$ cat config.mk
export PLATFORM = sky130hd
export DESIGN_NAME = prog_clk_divider
export DESIGN_NICKNAME = d
export VERILOG_FILES = /design/src/rtl/prog_clk_divider.sv
export SDC_FILE = /design/constraint.sdc
export NUM_CORES = 1
export LEC_CHECK = 0
export ABC_CLOCK_PERIOD_IN_PS = 3500
export CAP_MARGIN = 20
export CORE_UTILIZATION = 25
export DETAILED_ROUTE_END_ITERATION = 6
export PLACE_DENSITY = 0.38
export SYNTH_ARGS = -nofsm -noshare
export SYNTH_HDL_FRONTEND = slang
export SYNTH_SLANG_ARGS = --single-unit
$ cat constraint.sdc
create_clock -name clk -period 3.5 [get_ports clk]
set_input_delay 0.7 -clock clk [delete_from_list [all_inputs] [get_ports clk]]
set_output_delay 0.7 -clock clk [all_outputs]
set_load 0.02 [all_outputs]
$ cat src/rtl/prog_clk_divider.sv
// prog_clk_divider: programmable clock-enable divider with req/ack ratio reload at period boundaries.
// Define CLKDIV_PCNT_EN to add the 16-bit completed-period counter output period_cnt.
module prog_clk_divider #(
  parameter int WIDTH = 8,
  parameter int DEF_DIV = 4
) (
  input  logic             clk,
  input  logic             rst,
  input  logic             en,
  input  logic [WIDTH-1:0] div_val,
  input  logic             load_req,
  output logic             load_ack,
  output logic             pending,
  output logic             clk_out,
  output logic             tick
`ifdef CLKDIV_PCNT_EN
  ,
  output logic [15:0]      period_cnt
`endif
);
  localparam logic [WIDTH-1:0] ONE = WIDTH'(1);
  localparam logic [WIDTH-1:0] TWO = WIDTH'(2);
  typedef enum logic [1:0] {STOP, RUN, PEND} state_t;
  state_t state, state_nx;
  logic [WIDTH-1:0] cnt, cnt_nx, ratio, ratio_nx, pend_val, pend_val_nx;
  logic apply, pending_nx, clk_out_nx, tick_nx;
  // A stopped divider applies a pending ratio immediately; a running one waits for the last count.
  always_comb begin
    apply = pending && (!en || (state != STOP && cnt == ratio - ONE));
    cnt_nx = (en && state != STOP && cnt != ratio - ONE) ? cnt + ONE : '0;
    ratio_nx = apply ? pend_val : ratio;
    pend_val_nx = load_req ? ((div_val < TWO) ? TWO : div_val) : pend_val;
    pending_nx = load_req || (pending && !apply);
    state_nx = !en ? STOP : pending_nx ? PEND : RUN;
    clk_out_nx = en && (cnt_nx < (ratio_nx >> 1));
    tick_nx = en && (cnt_nx == ratio_nx - ONE);
  end
  always_ff @(posedge clk) begin
    if (!rst) begin
      state <= STOP;
      cnt <= '0;
      ratio <= WIDTH'(DEF_DIV);
      pend_val <= '0;
      pending <= 1'b0;
      load_ack <= 1'b0;
      clk_out <= 1'b0;
      tick <= 1'b0;
    end else begin
      state <= state_nx;
      cnt <= cnt_nx;
      ratio <= ratio_nx;
      pend_val <= pend_val_nx;
      pending <= pending_nx;
      load_ack <= apply;
      clk_out <= clk_out_nx;
      tick <= tick_nx;
    end
  end
`ifdef CLKDIV_PCNT_EN
  always_ff @(posedge clk) begin
    if (!rst) period_cnt <= '0;
    else if (tick) period_cnt <= period_cnt + 16'd1;
  end
`endif
endmodule
==> results of run 1 <==
[kinds of logic (layout without fill, tap and decap cells)]
| group | count (synthesis) | count (layout) | share of synthesized area [%] |
|---|---|---|---|
| AO/OA/AOI/OAI | 52 | 52 | 17.47 |
| XOR/XNOR | 19 | 19 | 8.526 |
| adder cells (fa/ha/maj) | 9 | 9 | 5.329 |
| buffers and inverters | 20 | 53 | 4.085 |
| flip-flops | 30 | 30 | 28.42 |
| multiplexers | 18 | 18 | 8.881 |
| AND/OR/NAND/NOR | 107 | 107 | 27.29 |
[worst max-delay path, stage by stage (launching register included)]
cell and delay (ns):
dfxtp_1 0.35, or4_4 0.58, or4b_4 0.60, a211o_1 0.37, a21oi_2 0.14, a21oi_1 0.06
ha_1 0.34, nor4_1 0.07, mux2_2 0.26, a211o_1 0.30, and4_1 0.20
[sequential cells by signal (all words and copies together) (netlist names)]
register and cells:
clk_out 1, pend_val 8, load_ack 1, tick 1, cnt 8, ratio 8
pending 1, state 2
[metrics by stage]
stage | total power [mW] | worst slack [ns] | hold WS (ns) | util, % | area, µm²
5_1_grt | 0.8161 | 0.0008002 | 0.5897 | 31.72 | 2606
2_1_floorplan | 0.4601 | 0.004965 | 0.4690 | - | 2113
6_report | 0.7697 | 0.1376 | 0.5288 | 31.72 | 2606
3_5_place_dp | 0.5129 | 0.08805 | 0.5171 | 30.38 | 2496
4_1_cts | 0.7800 | 0.08368 | 0.5389 | 31.31 | 2572
3_3_place_gp | 0.5143 | 0.08862 | 0.5116 | 30.38 | 2496
[cell usage in the layout, fill, tap and decap left out, drive strengths merged, types with 5 or more instances in the layout]
cell,count
nor2,34
and2,5
inv,9
or2,5
xnor2,12
nand3,15
dfxtp,30
clkdlybuf4s50,15
nand2b,6
nand2,5
xor2,6
a21oi,12
buf,21
clkbuf,7
ha,9
mux2i,15
o21ai,11
nor3,9
[worst min-delay path by stage]
stage	startpoint	end	slack, ns	depth (start not counted)
finish	pend_val[2]	pend_val[2]	0.53	2
global route	pend_val[2]	pend_val[2]	0.59	2
CTS	pend_val[2]	pend_val[2]	0.54	2
detailed placement	pend_val[2]	pend_val[2]	0.52	2
global placement	pend_val[2]	pend_val[2]	0.51	2
floorplan	pend_val[2]	pend_val[2]	0.47	2
[routing by layer]
layer	track usage, %	part of all wire (%)	routed length (µm)
met2	27.62	50	3165
met1	18.95	44	2822
met5	0	0	0
met4	4.615	1.9	122
met3	2.184	3.7	237
[timing repair]
action	CTS	global route
endpoints found under the setup margin	0	2
gates resized for setup	0	5
setup buffers	0	1
hold buffers	0	0
[power groups by stage]
stage               clock network, mW  registers [mW]  logic (mW)
finish                          0.262           0.363       0.145
global route                    0.291           0.364       0.161
detailed placement                  0           0.370       0.143
floorplan                           0           0.371      0.0894
global placement                    0           0.370       0.144
CTS                             0.274           0.363       0.143
[area by class of cell]
type / count / area [µm²]
multi-input combinational: 205 / 1453
timing repair buffer: 36 / 307.8
inverter: 10 / 37.54
sequential: 30 / 600.6
clock buffer: 7 / 76.32
tap: 105 / 131.4
fill: 867 / 5610
==> key figures, run 1 <==
Place
  – Number of cells in the design after placement: 385
  – Gpl congestion: 0.7909
  – Buffers on Ports: 15
  – HPWL after detailed placement: 5.090 mm

Route
  – Antenna-violating nets left: 0
  – Total via count in the routed design: 2024
  – Remaining design rule violation count: 0
  – DRT Pass-1 Iters: 4
  – DRC violation total after the first TritonRoute iteration: 92
  – Final routed wirelength across all metal layers: 6.347 mm
  – Detail-routed via count per cell: 5.150
  – Wirelength per Cell: 16.15 µm

Yosys
  – Cell with the most instances after synthesis: nor2_1
  – Count of unique library cells instantiated by Yosys: 55
  – EDFF count, synth: 0
  – Area leader, netlist: dfxtp_1
  – Number of storage elements in the synthesis netlist: 30
  – Dominant cells by area after synthesis: dfxtp_1, mux2i_1, nor2_1, ha_1, xnor2_1
  – Post-Synthesis Cells: 255
  – Top flip-flop cell by instance count after synthesis: dfxtp_1
  – Avg Inst Size Synth: 8.287 µm²
  – Syn_nets: 276
  – Proportion of synthesized flip-flops having asynchronous set or reset: 0%
  – Sequential area share after synthesis: 28.42%
  – Post-Syn Area: 2113 µm²
  – Portion of synthesized cell area occupied by the leading cell type: 28.42%
  – Leading post-synthesis cells by instance count: nor2_1, dfxtp_1, mux2i_1, nand3_1
  – Syn. warnings: 0

Run status
  – Status: complete, no violations

Setup path
  – Critical path destination: tick
  – Critical register-to-register path endpoint: tick
  – Minimum setup slack among reg-to-reg paths: 0.14 ns
  – Endpoint type of the worst setup path: flip-flop
  – WS Path Type: flip-flop to flip-flop
  – Cell count of the worst reg-to-reg path: 10
  – Crit path max fanout: 5
  – Start point of the critical path: ratio[2]
  – Data required time of the worst path: 3.67 ns
  – Arr. time, crit path: 3.54 ns
  – Type of origin of the critical path: flip-flop
  – Startpoint of the most critical register-to-register path: ratio[2]

STA
  – Slew at the pin closest to its max-slew limit: 0.6678 ns
  – Unrepaired setup endpoints after global routing: no
  – Period minus WS final: 3.362 ns
  – Final setup TNS: 0 ns
  – Share of the clock period used by the worst path: 96.07%
  – Final max-slew violation count: 0
  – Relative slew slack: 55.01%
  – Largest clock skew in the final design: 0.005022 ns
  – Final hold violation count: 0
  – Maximum clock frequency: 0.2974 GHz
  – Setup violators final: 0

Layout
  – Share of layout cells above drive strength 1: 15.63%
  – Number of non-filler instances in the completed layout: 393
  – Area Growth Syn to Fin: 23.33%
  – Antenna diodes: 0
  – Layout net count: 309

Power and ir drop
  – Internal Pwr Total: 559.6 µW
  – Sw Pwr: 210.0 µW
  – Combinational group share of total power: 18.9%
  – Power per cell area: 295.3 nW/µm²
  – Switching share of total power: 27.29%
  – Clk pwr share: 34.0%
  – Static power due to leakage: 1.034 nW
  – Highest ir drop seen on vdd: 0.1226 mV
  – Sequential share of power: 47.1%

Floorplan
  – Vertical die dimension: 93.94 µm
  – Die ar.: 8825 µm²
  – Width of the die: 93.94 µm
  – Core ar.: 8217 µm²
  – Num rows: 33
  – Effective utilization at floorplan: 25.72%
  – Ports: 16

Clocking
  – CTS clock-pin slew for the worst setup and hold paths: 0.06 ns
  – CTS Buf Count: 5
  – Clock network latency to the later pin of the worst-skew pair: 0.28 ns
  – CTS tree: built
  – Number of buffers on the longest clock path: 2
  – Root buffer cell: clkbuf_8
  – CTS H-tree depth: 2
  – Clock sink count: 30

Global route
  – First-pass GRT wire length: 10.16 mm
  – Largest net degree at the start of global routing: 20
  – Via count of the first global-routing pass: 1955
  – Initial antenna violation count: 0
  – GRT Total Usage: 15.43%
  – Remaining global-route overflow: 0

Flow run
  – MaxCap Viol Count: 0

Hold path
  – Class of the worst hold path: flip-flop to flip-flop
No activity file was read; power rests on OpenSTA's default activity.
==> run 2: changes to the inputs <==
--- a/config.mk
+++ b/config.mk
@@ -8,6 +8,7 @@
 export ABC_CLOCK_PERIOD_IN_PS = 3500
 export CAP_MARGIN = 20
 export CORE_UTILIZATION = 25
+export CTS_CLUSTER_DIAMETER = 120
 export DETAILED_ROUTE_END_ITERATION = 6
 export PLACE_DENSITY = 0.38
 export SYNTH_ARGS = -nofsm -noshare
==> results of run 2 <==
The final DEF is identical to that of run 1; final timing and power are the same.
